[src/rtl/traffic_lane_model_pkg.sv]
// Shared encodings for the traffic lane model: light codes, lane states,
// monitor error codes and the per-street sequence legality check.
package traffic_lane_model_pkg;

  typedef enum logic [1:0] {
    LT_GREEN   = 2'b00,
    LT_YELLOW  = 2'b01,
    LT_RED     = 2'b10,
    LT_INVALID = 2'b11
  } light_t;

  typedef enum logic [1:0] {
    IDLE = 2'b00,
    WAIT = 2'b01,
    PASS = 2'b10
  } lane_st_t;

  localparam logic [1:0] ERR_NONE     = 2'b00;
  localparam logic [1:0] ERR_BADCODE  = 2'b01;
  localparam logic [1:0] ERR_CONFLICT = 2'b10;
  localparam logic [1:0] ERR_SEQ      = 2'b11;

  // Holding a code is always legal; otherwise only G->Y->R->G advances.
  function automatic logic seq_legal(input logic [1:0] prev, input logic [1:0] cur);
    return (prev == cur) ||
           (prev == LT_GREEN  && cur == LT_YELLOW) ||
           (prev == LT_YELLOW && cur == LT_RED)    ||
           (prev == LT_RED    && cur == LT_GREEN);
  endfunction

endpackage

[src/rtl/traffic_lane_model_lane_queue.sv]
// One street's vehicle queue: saturating car counter, green pass timer,
// IDLE/WAIT/PASS state and sticky overflow flag.
module lane_queue
  import traffic_lane_model_pkg::*;
#(
  parameter int QW          = 4,
  parameter int PASS_CYCLES = 2
) (
  input  logic          CLK,
  input  logic          RESETB,
  input  logic          i_arr,
  input  logic          i_green,
  output logic [QW-1:0] o_q,
  output logic          o_busy,
  output logic          o_dep,
  output logic          o_ovf
);

  logic [QW-1:0] r_q;
  logic [7:0]    r_tmr;
  logic          r_dep;
  logic          r_ovf;
  lane_st_t      r_state;

  logic [QW-1:0] w_q_nxt;
  logic          w_full;
  logic          w_pass;
  logic          w_dep;

  assign w_full = &r_q;
  assign w_pass = (r_q != '0) && i_green;
  // The edge that would bring the timer to PASS_CYCLES is the departure edge.
  assign w_dep  = w_pass && (r_tmr == 8'(PASS_CYCLES - 1));

  always_comb begin
    w_q_nxt = r_q;
    if (w_dep && !i_arr)
      w_q_nxt = r_q - 1'b1;
    else if (i_arr && !w_dep && !w_full)
      w_q_nxt = r_q + 1'b1;
  end

  always_ff @(posedge CLK or negedge RESETB) begin
    if (!RESETB) begin
      r_q     <= '0;
      r_tmr   <= 8'd0;
      r_dep   <= 1'b0;
      r_ovf   <= 1'b0;
      r_state <= IDLE;
    end else begin
      r_q   <= w_q_nxt;
      r_dep <= w_dep;
      if (i_arr && !w_dep && w_full)
        r_ovf <= 1'b1;
      // Leaving green or emptying discards any partial pass time.
      r_tmr <= (w_pass && !w_dep) ? r_tmr + 8'd1 : 8'd0;
      if (w_q_nxt == '0)
        r_state <= IDLE;
      else if (i_green)
        r_state <= PASS;
      else
        r_state <= WAIT;
    end
  end

  assign o_q    = r_q;
  assign o_busy = (r_state != IDLE);
  assign o_dep  = r_dep;
  assign o_ovf  = r_ovf;

endmodule

[config.mk]
export PLATFORM = sky130hd
export DESIGN_NAME = lane_queue
export DESIGN_NICKNAME = d
export VERILOG_FILES = /design/src/rtl/traffic_lane_model_pkg.sv /design/src/rtl/traffic_lane_model_lane_queue.sv
export SDC_FILE = /design/constraint.sdc
export NUM_CORES = 1
export LEC_CHECK = 0
export BUFFER_PORTS_ARGS = -buffer_cell sky130_fd_sc_hd__buf_2
export CAP_MARGIN = 0
export CORE_ASPECT_RATIO = 0.6
export CORE_MARGIN = 1
export CORE_UTILIZATION = 32
export DETAILED_ROUTE_END_ITERATION = 10
export SLEW_MARGIN = 20
export SYNTH_ARGS = -nofsm -noshare
export SYNTH_HDL_FRONTEND = slang
export SYNTH_SLANG_ARGS = --single-unit
[constraint.sdc]
create_clock -name CLK -period 2.7 [get_ports CLK]
set_clock_uncertainty 0.1 [all_clocks]
set_input_delay 0.135 -clock CLK [delete_from_list [all_inputs] [get_ports CLK]]
set_output_delay 0.135 -clock CLK [all_outputs]
set_load 0.005 [all_outputs]
==> results.tsv <==
stage	metric	value	unit
clock_tree	htreeDepth	1	
detailed_routing	viasPerCell	4.81	
power_and_ir_drop	seqPwrFrac	0.404	
clock_tree	cts_buffer_depth	2	
clock_tree	cts_buffers	3	
worst_setup_path	arrival	2.11	ns
timing	hold_violations	0	
power_and_ir_drop	switching_share	0.379	
power_and_ir_drop	power.switching	365	uW
place	place_area	982	sq um
cells_and_area	diodes	0	
timing	setup_tns	0	ns
power_and_ir_drop	vdd_drop_max	0.318	mV
timing	rsz0062_at_grt	no	
worst_hold_path	min-delay-start	i_green	
cells_and_area	regArea	400	sq um
floorplan	fp.dieH	43.0	microns
clock_tree	tritoncts	yes	
cells_and_area	syn2layout_area_growth	15.2	%
worst_setup_path	reg2regPathDepth	7	
yosys	synth.ff_latch_count	16	
global_route	antenna_found_initial	0	
floorplan	die-area	3030	sq um
worst_hold_path	hold_depth	2	
global_route	grtUsageTotal	0.118	
floorplan	ioPinCount	11	
yosys	syn_area_per_cell	9.97	sq um
floorplan	rows	14	
cells_and_area	drive_gt1_frac	0.204	
timing	fmax	0.473	GHz
floorplan	start_util	0.348	
global_route	grt_max_degree	17	
power_and_ir_drop	p_comb_frac	0.415	
worst_hold_path	whs_endpoint	r_state[0]	
floorplan	core	2570	sq um
timing	tightest_slew	0.411	ns
yosys	synth_area	897	sq um
power_and_ir_drop	power.leakage	0.000480	uW
place	port_buffers	10	
detailed_routing	post_drt_wl_per_cell	11.8	microns
power_and_ir_drop	power_density	930	nW/um^2
worst_setup_path	endpoint_kind	register	
cells_and_area	layout.nets	113	
detailed_routing	totalWireLength	1590	microns
place	dp_hpwl	1190	microns
detailed_routing	post-route-drc-count	0	
timing	setup_viol_count_final	0	
place	place_congestion	0.752	
detailed_routing	vias	650	
timing	slew_viol_final	0	
timing	period_share	0.783	
worst_setup_path	critical_path_peak_fanout	10	
global_route	overflow	0	
worst_setup_path	reg2reg_from	o_q[0]	
cells_and_area	multi_input_area	463	sq um
clock_tree	path_clk_slew	0.06	ns
timing	fin_crit	2.11	ns
power_and_ir_drop	p_clk_frac	0.180	
outcome	status	finished clean	
worst_setup_path	r2r-end	r_state[0]	
floorplan	die_width	70.4	microns
cells_and_area	fill_cells	256	
cells_and_area	final_cell_area	1030	sq um
clock_tree	root_buffer	clkbuf_8	
yosys	synth-seq-area-share	0.446	
detailed_routing	drtAntennaViolNets	0	
clock_tree	cts-resized-gates	0	
yosys	synth_nets	98	
yosys	ys_warn_count	0	
power_and_ir_drop	p_int	596	uW
worst_setup_path	cp-start-kind	register	
global_route	grt_pass1_wl	2720	microns
global_route	first_global_vias	597	
yosys	netlist_instances	90	
worst_setup_path	critPathKind	register to register	
timing	relSlewSlack	0.724	
clock_tree	cts_sinks	16	
worst_hold_path	hp-class	input pin to register	
detailed_routing	initialDrtViolationCount	21	
yosys	ys_types	29	
clock_tree	insertion_delay	0.25	ns
run	maxCapViolations	0	
worst_setup_path	r2r_setup_slack	0.59	ns
detailed_routing	drt_pass1_iterations	4	
worst_setup_path	required	2.70	ns
==> repair_timing <==
item	4_1_cts	5_1_grt
buffers inserted	0	0
endpoints found under the setup margin	0	0
hold buffers	1	0
hold endpoints to repair	16	0
==> power by group through the flow <==
stage          Clock (uW)  Sequential [uW]  Combinational, uW
5_1_grt               191              401                447
3_3_place_gp            0              389                397
3_5_place_dp            0              390                398
2_1_floorplan           0              378                291
6_report              173              389                399
4_1_cts               182              387                400
==> state kept, by name, summed over array words and instances, names as in the netlist <==
signal,count
o_ovf,1
o_q,4
r_state,2
o_dep,1
r_tmr,8
==> cells in the final DEF (no fill, tap or decap), types with 2 or more instances in the layout <==
cell type   n
a31oi_1     2
xnor2_1     4
and3_2      2
inv_1       6
nor2b_1     2
nor3_1      2
nor2_1     11
buf_2      10
nand3_1     8
ha_1        4
xor2_1      4
a211oi_1    2
dfrtp_1    16
mux2i_1     3
nand2_1     5
and3_1      2
clkbuf_8    3
a21oi_1     4
==> per-stage QoR <==
| stage | setup slack, ns | cells | hold slack, ns | power (uW) | util |
|---|---|---|---|---|---|
| 3_3_place_gp | 0.652 | 131 | -0.0357 | 786 | 0.381 |
| 5_1_grt | 0.427 | 135 | 0.0588 | 1040 | 0.401 |
| 6_report | 0.586 | 135 | 0.0549 | 961 | 0.401 |
| 2_1_floorplan | 0.747 | 90 | -0.261 | 669 | - |
| 4_1_cts | 0.593 | 135 | 0.0415 | 969 | 0.401 |
| 3_5_place_dp | 0.609 | 131 | -0.0300 | 788 | 0.381 |
==> how the worst max path moves through the flow <==
| stage | start | end | cells past startpoint |
|---|---|---|---|
| final | o_q[0] | r_state[0] | 7 |
| after global routing | o_q[0] | r_state[0] | 7 |
| after CTS | o_q[0] | r_state[0] | 7 |
| after detailed placement | o_q[0] | r_state[0] | 7 |
| after global placement | o_q[0] | r_state[1] | 7 |
| after floorplan | o_q[0] | r_state[0] | 7 |
==> area by class of cell <==
class                           count  share of cell area
Clock buffer                        3              0.0400
Inverter                            7              0.0278
Multi-Input combinational cell     66               0.448
Sequential cell                    16               0.387
Tap cell                           32              0.0387
Timing Repair Buffer               11              0.0581
==> Yosys cell counts <==
| cell | count | area (sq um) |
|---|---|---|
| nor2b_1 | 2 | 12.5 |
| and3_1 | 2 | 12.5 |
| xor2_1 | 4 | 35.0 |
| nand4_1 | 1 | 6.26 |
| o21bai_1 | 1 | 7.51 |
| dfrtp_1 | 16 | 400 |
| ha_1 | 4 | 50.1 |
| nand3_1 | 8 | 40.0 |
| nor3b_1 | 1 | 7.51 |
| and2_1 | 1 | 6.26 |
| and2_2 | 1 | 7.51 |
| a211oi_1 | 2 | 15.0 |
| and3b_1 | 1 | 8.76 |
| a21oi_1 | 4 | 20.0 |
| or2_2 | 1 | 6.26 |
| mux2i_1 | 3 | 30.0 |
| and3_2 | 2 | 15.0 |
| inv_4 | 1 | 6.26 |
| buf_2 | 1 | 5.00 |
| nand2_1 | 5 | 18.8 |
| nor2_1 | 11 | 41.3 |
| nor3_1 | 2 | 10.0 |
| nor4b_4 | 1 | 23.8 |
| o221ai_1 | 1 | 8.76 |
| or3b_4 | 1 | 11.3 |
| a31oi_1 | 2 | 12.5 |
| nand4_4 | 1 | 21.3 |
| inv_1 | 6 | 22.5 |
| xnor2_1 | 4 | 35.0 |
==> critical path, stage by stage (launching register included) <==
cell	delay (ns)
dfrtp_1	0.46
inv_1	0.09
ha_1	0.14
or3b_4	0.40
nand4_4	0.18
mux2i_1	0.10
a211oi_1	0.35
a31oi_1	0.14
==> per-layer routing <==
| layer | up-vias | global-route usage | wire length (microns) |
|---|---|---|---|
| met5 | - | 0 | 0 |
| met4 | 0 | 0.0360 | 19 |
| met3 | 2 | 0.0523 | 65 |
| met2 | 8 | 0.173 | 624 |
| met1 | 302 | 0.157 | 879 |
| li1 | 338 | - | - |
==> cell families after synthesis <==
kind of cell | synth area share
compound gates | 0.0711
buf+inv | 0.0377
simple gates | 0.278
xor+xnor | 0.0781
mux | 0.0335
fa+ha+maj | 0.0558
flops | 0.446
No activity file was read; power rests on OpenSTA's default activity.
